[src/rtl/serial_adder_ctrl.sv]
// serial_adder_ctrl: bit-serial add/subtract through one full-adder cell, LSB first
module serial_adder_ctrl #(
    parameter int WIDTH = 8
) (
    input  logic             clk,
    input  logic             rst_n,
    input  logic             start,
    input  logic             sub,
    input  logic [WIDTH-1:0] op_a,
    input  logic [WIDTH-1:0] op_b,
    output logic             busy,
    output logic             done,
    output logic [WIDTH-1:0] result,
    output logic             carry_out,
    output logic             overflow
);
    localparam int CW = $clog2(WIDTH);
    localparam logic [CW-1:0] LAST = CW'(WIDTH - 1);
    localparam logic [CW-1:0] PEN  = CW'(WIDTH - 2);

    typedef enum logic [1:0] {IDLE, RUN, DONE} state_t;

    state_t           state_q;
    logic [WIDTH-1:0] sha_q, shb_q, result_q;
    logic [WIDTH-2:0] shs_q;
    logic [CW-1:0]    cnt_q;
    logic             cy_q, cmsb_q, busy_q, done_q, cout_q, ovf_q;
    logic             sum_bit, cell_cy;
    logic [WIDTH-1:0] shs_d;

    // full-adder cell; shs_d is the sum register with this step's bit shifted into the MSB
    always_comb begin
        sum_bit = sha_q[0] ^ shb_q[0] ^ cy_q;
        cell_cy = (sha_q[0] & shb_q[0]) | (sha_q[0] & cy_q) | (shb_q[0] & cy_q);
        shs_d   = {sum_bit, shs_q};
    end

    // sequencer and datapath; subtraction is a + ~b with the carry seeded to 1
    always_ff @(posedge clk or negedge rst_n) begin
        if (!rst_n) begin
            state_q  <= IDLE;
            sha_q    <= '0;
            shb_q    <= '0;
            shs_q    <= '0;
            cnt_q    <= '0;
            cy_q     <= 1'b0;
            cmsb_q   <= 1'b0;
            busy_q   <= 1'b0;
            done_q   <= 1'b0;
            result_q <= '0;
            cout_q   <= 1'b0;
            ovf_q    <= 1'b0;
        end else begin
            case (state_q)
                RUN: begin
                    sha_q <= sha_q >> 1;
                    shb_q <= shb_q >> 1;
                    shs_q <= shs_d[WIDTH-1:1];
                    cy_q  <= cell_cy;
                    cnt_q <= cnt_q + 1'b1;
                    if (cnt_q == PEN) cmsb_q <= cell_cy;
                    if (cnt_q == LAST) begin
                        result_q <= shs_d;
                        cout_q   <= cell_cy;
                        ovf_q    <= cmsb_q ^ cell_cy;
                        busy_q   <= 1'b0;
                        done_q   <= 1'b1;
                        state_q  <= DONE;
                    end
                end
                default: begin
                    done_q <= 1'b0;
                    if (start) begin
                        sha_q   <= op_a;
                        shb_q   <= sub ? ~op_b : op_b;
                        cy_q    <= sub;
                        cnt_q   <= '0;
                        busy_q  <= 1'b1;
                        state_q <= RUN;
                    end else begin
                        state_q <= IDLE;
                    end
                end
            endcase
        end
    end

    assign busy      = busy_q;
    assign done      = done_q;
    assign result    = result_q;
    assign carry_out = cout_q;
    assign overflow  = ovf_q;
endmodule

[config.mk]
export PLATFORM = sky130hd
export DESIGN_NAME = serial_adder_ctrl
export DESIGN_NICKNAME = d
export VERILOG_FILES = /design/src/rtl/serial_adder_ctrl.sv
export SDC_FILE = /design/constraint.sdc
export NUM_CORES = 1
export LEC_CHECK = 0
export ABC_AREA = 1
export CAP_MARGIN = 20
export CORE_MARGIN = 8
export CORE_UTILIZATION = 47
export CTS_CLUSTER_SIZE = 24
export DETAILED_ROUTE_END_ITERATION = 8
export GPL_ROUTABILITY_DRIVEN = 0
export PLACE_DENSITY = 0.81
export SYNTH_ARGS = -nofsm -noshare
export SYNTH_HDL_FRONTEND = slang
export SYNTH_SLANG_ARGS = --single-unit
export TNS_END_PERCENT = 1
[constraint.sdc]
create_clock -name clk -period 1.3 [get_ports clk]
set_clock_uncertainty 0.2 [all_clocks]
set_input_delay 0.325 -clock clk [delete_from_list [all_inputs] [get_ports clk]]
set_output_delay 0.325 -clock clk [all_outputs]
set_load 0.05 [all_outputs]
* Word-level counts from Yosys, hierarchy flattened
Index checks and enable logic that the tools add are counted.
** Operators by class
- Add/subtract/negate cells :: 1
- Equal/unequal tests :: 4
- Mux-type cells :: 17
- Bitwise gates (word level) :: 9
- Reduce and logical (&&, ||, !) cells :: 4
** Operators by type and width (number)
- $mux W8 :: 5
- $mux W1 :: 8
- $not A8 Y8 :: 1
- $eq A3 B3 Y1 const B :: 2
- $mux W3 :: 2
- $reduce_and A2 Y1 :: 3
- $mux W2 :: 2
- $add A3 B1 Y3 const B :: 1
- $and A1 B1 Y1 :: 3
- $xor A1 B1 Y1 :: 3
- $eq A2 B1 Y1 const B :: 1
- $ne A2 B2 Y1 const B :: 1
- $or A1 B1 Y1 :: 2
- $reduce_bool A2 Y1 :: 1
** Word-level totals
- Flip-flop bits (word level) :: 42
- Input bits :: 20
- Output and inout port bits :: 12
- Word-level logic and storage cells :: 47

* Longest topological paths before layout
- Word-level depth :: 4
- Mapped depth :: 6
- Depth with buffers taken out :: 6

* Least setup slack after synthesis
Ideal clock, no wire load.
- Kind :: reg-to-reg
- Start :: register state_q[1]
- End :: register sha_q[4]
- Setup time :: 68 ps
- Arrival :: 1284 ps
- Required time :: 1032 ps
- Path slack :: -253 ps
- Stages on the path, launching flop included :: 6
- Path buffers :: 1
- Clock period less this slack :: 1553 ps
- Cells stage by stage :: dfrtp_1 inv_2 nand2_2 buf_2 nand3_1 nand3_1
** On the way
- Longest elaborated chain between the ends :: 2
- Elaborated cells between the ends (all ways) :: 3
- Classes of those cells :: eq/ne: 1; mux: 1; reduce/logical: 1
** RTL lines
- start, declared :: line 23 : state_t state_q;
- start signal, assigned :: line 41 : state_q <= IDLE;
- start signal, assigned :: line 68 : state_q <= DONE;
- start signal, assigned :: line 79 : state_q <= RUN;
- $eq A2 B1 Y1 * :: line 54 : case (state_q)
- $mux W8 or $reduce_bool A2 Y1 (tied branches)
- end signal, assigned :: line 56 : sha_q <= sha_q >> 1;
- end signal, assigned :: line 74 : sha_q <= op_a;
- end, declared :: line 24 : logic [WIDTH-1:0] sha_q, shb_q, result_q;
Every way passes the cells marked *; elsewhere a longest branch is shown, timed or not.
A chain may end at the register's enable or synchronous reset.

==> run metrics <==
I/O pin total=32; fraction of layout instances using a drive strength above 1=around 21%; fraction of power consumed by combinational cells=slightly below 50%; number of enable-type register cells in the synthesized netlist=0; Worst Min Path Start=sha_q[7]; Max Used Layer=met4; Detail Placement HPWL=~3.0 mm; Final setup violation count=48; area delta synth->final=43.0%; peak per-stage delay on the critical path=0.41 ns; CTS tree=done; post-synthesis cell area=around 1900 um^2; CTS clock-pin slew for the worst setup and hold paths=0.07 ns; Pins Over Slew Limit=0; #FFs+latches synth=between 40 and 50; share of the clock period used by the worst path after layout=114%; worst hold slack after final layout=0.285 ns; PnR worst setup slack=-0.180 ns; buffer levels on the longest clock path=2; Fill cells=340; mean number of vias per cell=just under 5; Inst Count DP=311; part of the total power dissipated in the clock network=~17%; post-route core utilization=approximately two thirds; WL met1=roughly 1.6 mm; met3 wire len=roughly 190 um; total power per unit cell area=2350 nW/um^2; commonest register cell after synthesis=sky130_fd_sc_hd__dfrtp_1; cell row count=23; HP Class=reg2reg; Net Sw Frac=slightly below 40%; internal power of the cells=a little under 4000 uW; total nets after synthesis=around 240; root cell of the clock tree=sky130_fd_sc_hd__clkbuf_8; Worst R2R Start=cy_q; Startpoint Class=flip-flop; cell types with the largest area share after synthesis=sky130_fd_sc_hd__dfrtp_1, sky130_fd_sc_hd__nand2_1, sky130_fd_sc_hd__nand3_1, sky130_fd_sc_hd__inv_1, sky130_fd_sc_hd__o21ai_0; sequential share of the synthesized area=54.9%; number of buffers created by CTS=5; die outline area=roughly 6300 um^2; library cell with the highest instance count after synthesis=sky130_fd_sc_hd__nand2_1; share of total power in sequential cells=approximately a third; number of endpoints with negative hold slack in the final report=0; worst-case register-to-register setup slack=-0.12 ns; kind of end point of the critical path=primary output; Crit path buffers/inverters=2; number of input and output port buffers inserted=31; crit path kind=reg2out; async set-or-reset flop fraction in the synthesized netlist=100%; cells along the critical path=buf_6, buf_12; required time at the worst-slack endpoint=approximately 0.77 ns; failing checks=setup timing; DIE WIDTH=79.1 um; minimum period implied by the final worst setup slack=~1.5 ns; setup repair after global routing missed its margin=true; post-synthesis area per instance=8.54 um^2; critical path arrival=approximately 0.95 ns; die height=between 70 and 80 um; max frequency=0.676 GHz; TritonRoute pass-1 iters=4; pin slew with the least headroom to its limit=about 0.22 ns; outcome=complete, but fails checks; number of max-cap violations=0; setup TNS=-2.95 ns; number of antenna-violating nets in the routed design=0; vias after detailed routing=around 1600; overflow left after global routing=0; maximum number of pins on one net before global-route repair=42; wire length of the first global-routing pass=a little over 7 mm; synth unique cells=21; yosys synthesis warning count=0; total clock sinks=~40; total met2 wirelength after detailed routing=2.05 mm; ANT cells=0; slowest CP cell=sky130_fd_sc_hd__dfrtp_2; insertion delay of the later-clocked pin in the worst-skew pair=around 0.29 ns; antenna violations before repair=0; worst IR drop on VDD=around 0.79 mV; vias in the first global route=1643; commonest cells in the netlist=sky130_fd_sc_hd__nand2_1, sky130_fd_sc_hd__dfrtp_1, sky130_fd_sc_hd__nand3_1; Synth Instances=approximately 220; Post-Place Setup Slack=-0.288 ns; # nets final=a little under 300; critical path startpoint=state_q[1]; Final Routed Wirelength=between 3 and 4 mm; cell family with the largest share of critical-path delay=flip-flops; all-layer global routing usage=between 10% and 20%; area of the placeable core=3910 um^2; number of H-tree branching levels=2; Slew HR=about 86%; routed length per instance=about 12 um; final instance count without filler cells=between 300 and 400; Psw=roughly 2400 uW; cell accounting for the most synthesized area=sky130_fd_sc_hd__dfrtp_1; reported leakage power=0.00135 uW; Synth top area share=54.9%; post-route DRC violation count=0; largest fanout on the critical path=2; Starting DRT DRC Count=85; starting utilization of the core area=between 40% and 50%
## metrics by stage
| step | total power (uW) | cell area, um^2 |
|---|---|---|
| 2_1_floorplan | 3700 | 1880 |
| 3_3_place_gp | 4990 | 2490 |
| 3_5_place_dp | 5120 | 2490 |
| 4_1_cts | 6280 | 2660 |
| 5_1_grt | 6680 | 2670 |
| 6_report | 6270 | 2670 |
## worst reg2reg max path, cell delays in order (launching register included)
cell and delay [ns]:
sky130_fd_sc_hd__dfrtp_1 0.41, sky130_fd_sc_hd__fa_2 0.44, sky130_fd_sc_hd__xor2_1 0.16, sky130_fd_sc_hd__nand2_1 0.06, sky130_fd_sc_hd__nand2_1 0.05
## final timing paths
| kind | to | cells past startpoint |
|---|---|---|
| worst max-delay path | done | 2 |
| worst min-delay path | sha_q[7] | 2 |
| worst max register to register | overflow | 4 |
| min in group asynchronous | cmsb_q | 3 |
| worst min register to register | sha_q[7] | 2 |
| max in group asynchronous | state_q[1] | 3 |
## registers in the layout, summed over array words and instances (netlist names)
signal / cells
overflow: 1
sha_q: 8
result: 8
cmsb_q: 1
shs_q: 7
cnt_q: 3
carry_out: 1
busy: 1
cy_q: 1
state_q: 2
shb_q: 8
## cell usage in the layout (no fill, tap or decap), types with 5 or more instances in the layout
cell type                         synthesis  layout
sky130_fd_sc_hd__buf_4                    3      13
sky130_fd_sc_hd__clkbuf_8                 0       6
sky130_fd_sc_hd__nand3_1                 35      35
sky130_fd_sc_hd__nand2_1                 82      81
sky130_fd_sc_hd__clkdlybuf4s50_1          0      18
sky130_fd_sc_hd__dfrtp_1                 41      40
sky130_fd_sc_hd__inv_2                    4       5
sky130_fd_sc_hd__o21ai_1                  7      10
sky130_fd_sc_hd__inv_1                   18      16
sky130_fd_sc_hd__buf_12                   0      15
## power groups by stage
stage / Sequential (uW) / Combinational [uW] / Clock, uW
2_1_floorplan: 2630 / 1070 / 0
3_3_place_gp: 2160 / 2830 / 0
5_1_grt: 2250 / 3330 / 1100
4_1_cts: 2180 / 3040 / 1060
3_5_place_dp: 2200 / 2920 / 0
6_report: 2180 / 3050 / 1040
## routing by layer
metal / global-route usage [%] / vias to the layer above
met5: 0 / -
met4: 4.44 / 0
met3: 3.95 / 6
met2: 25.4 / 33
met1: 15.5 / 753
li1: - / 794
## cells by family (layout without fill, tap and decap cells)
group / after synthesis / in the layout / share of synthesized area, %
buf+inv: 30 / 82 / 7.23
xor+xnor: 2 / 2 / 0.937
fa+ha+maj: 4 / 4 / 3.08
simple gates: 124 / 124 / 28.8
flops: 41 / 41 / 54.9
compound gates: 18 / 18 / 5.09
## cell type report
class	count	area (um^2)	area share, %
Clock buffer	7	86.3	3.23
Sequential cell	41	1030	38.4
Inverter	22	85.1	3.18
Tap cell	50	62.6	2.34
Timing Repair Buffer	52	638	23.9
Clock inverter	1	30.0	1.12
Multi-Input combinational cell	148	743	27.8
## what timing repair did
action / CTS / global route
endpoints found under the hold margin: 41 / 0
gates cloned: 0 / 0
hold buffers: 1 / 0
pin swaps: 5 / 0
gates resized for setup: 12 / 7
endpoints found under the setup margin: 41 / 52
buffers inserted: 1 / 0
Note: power is estimated with default switching activity, not from simulation.
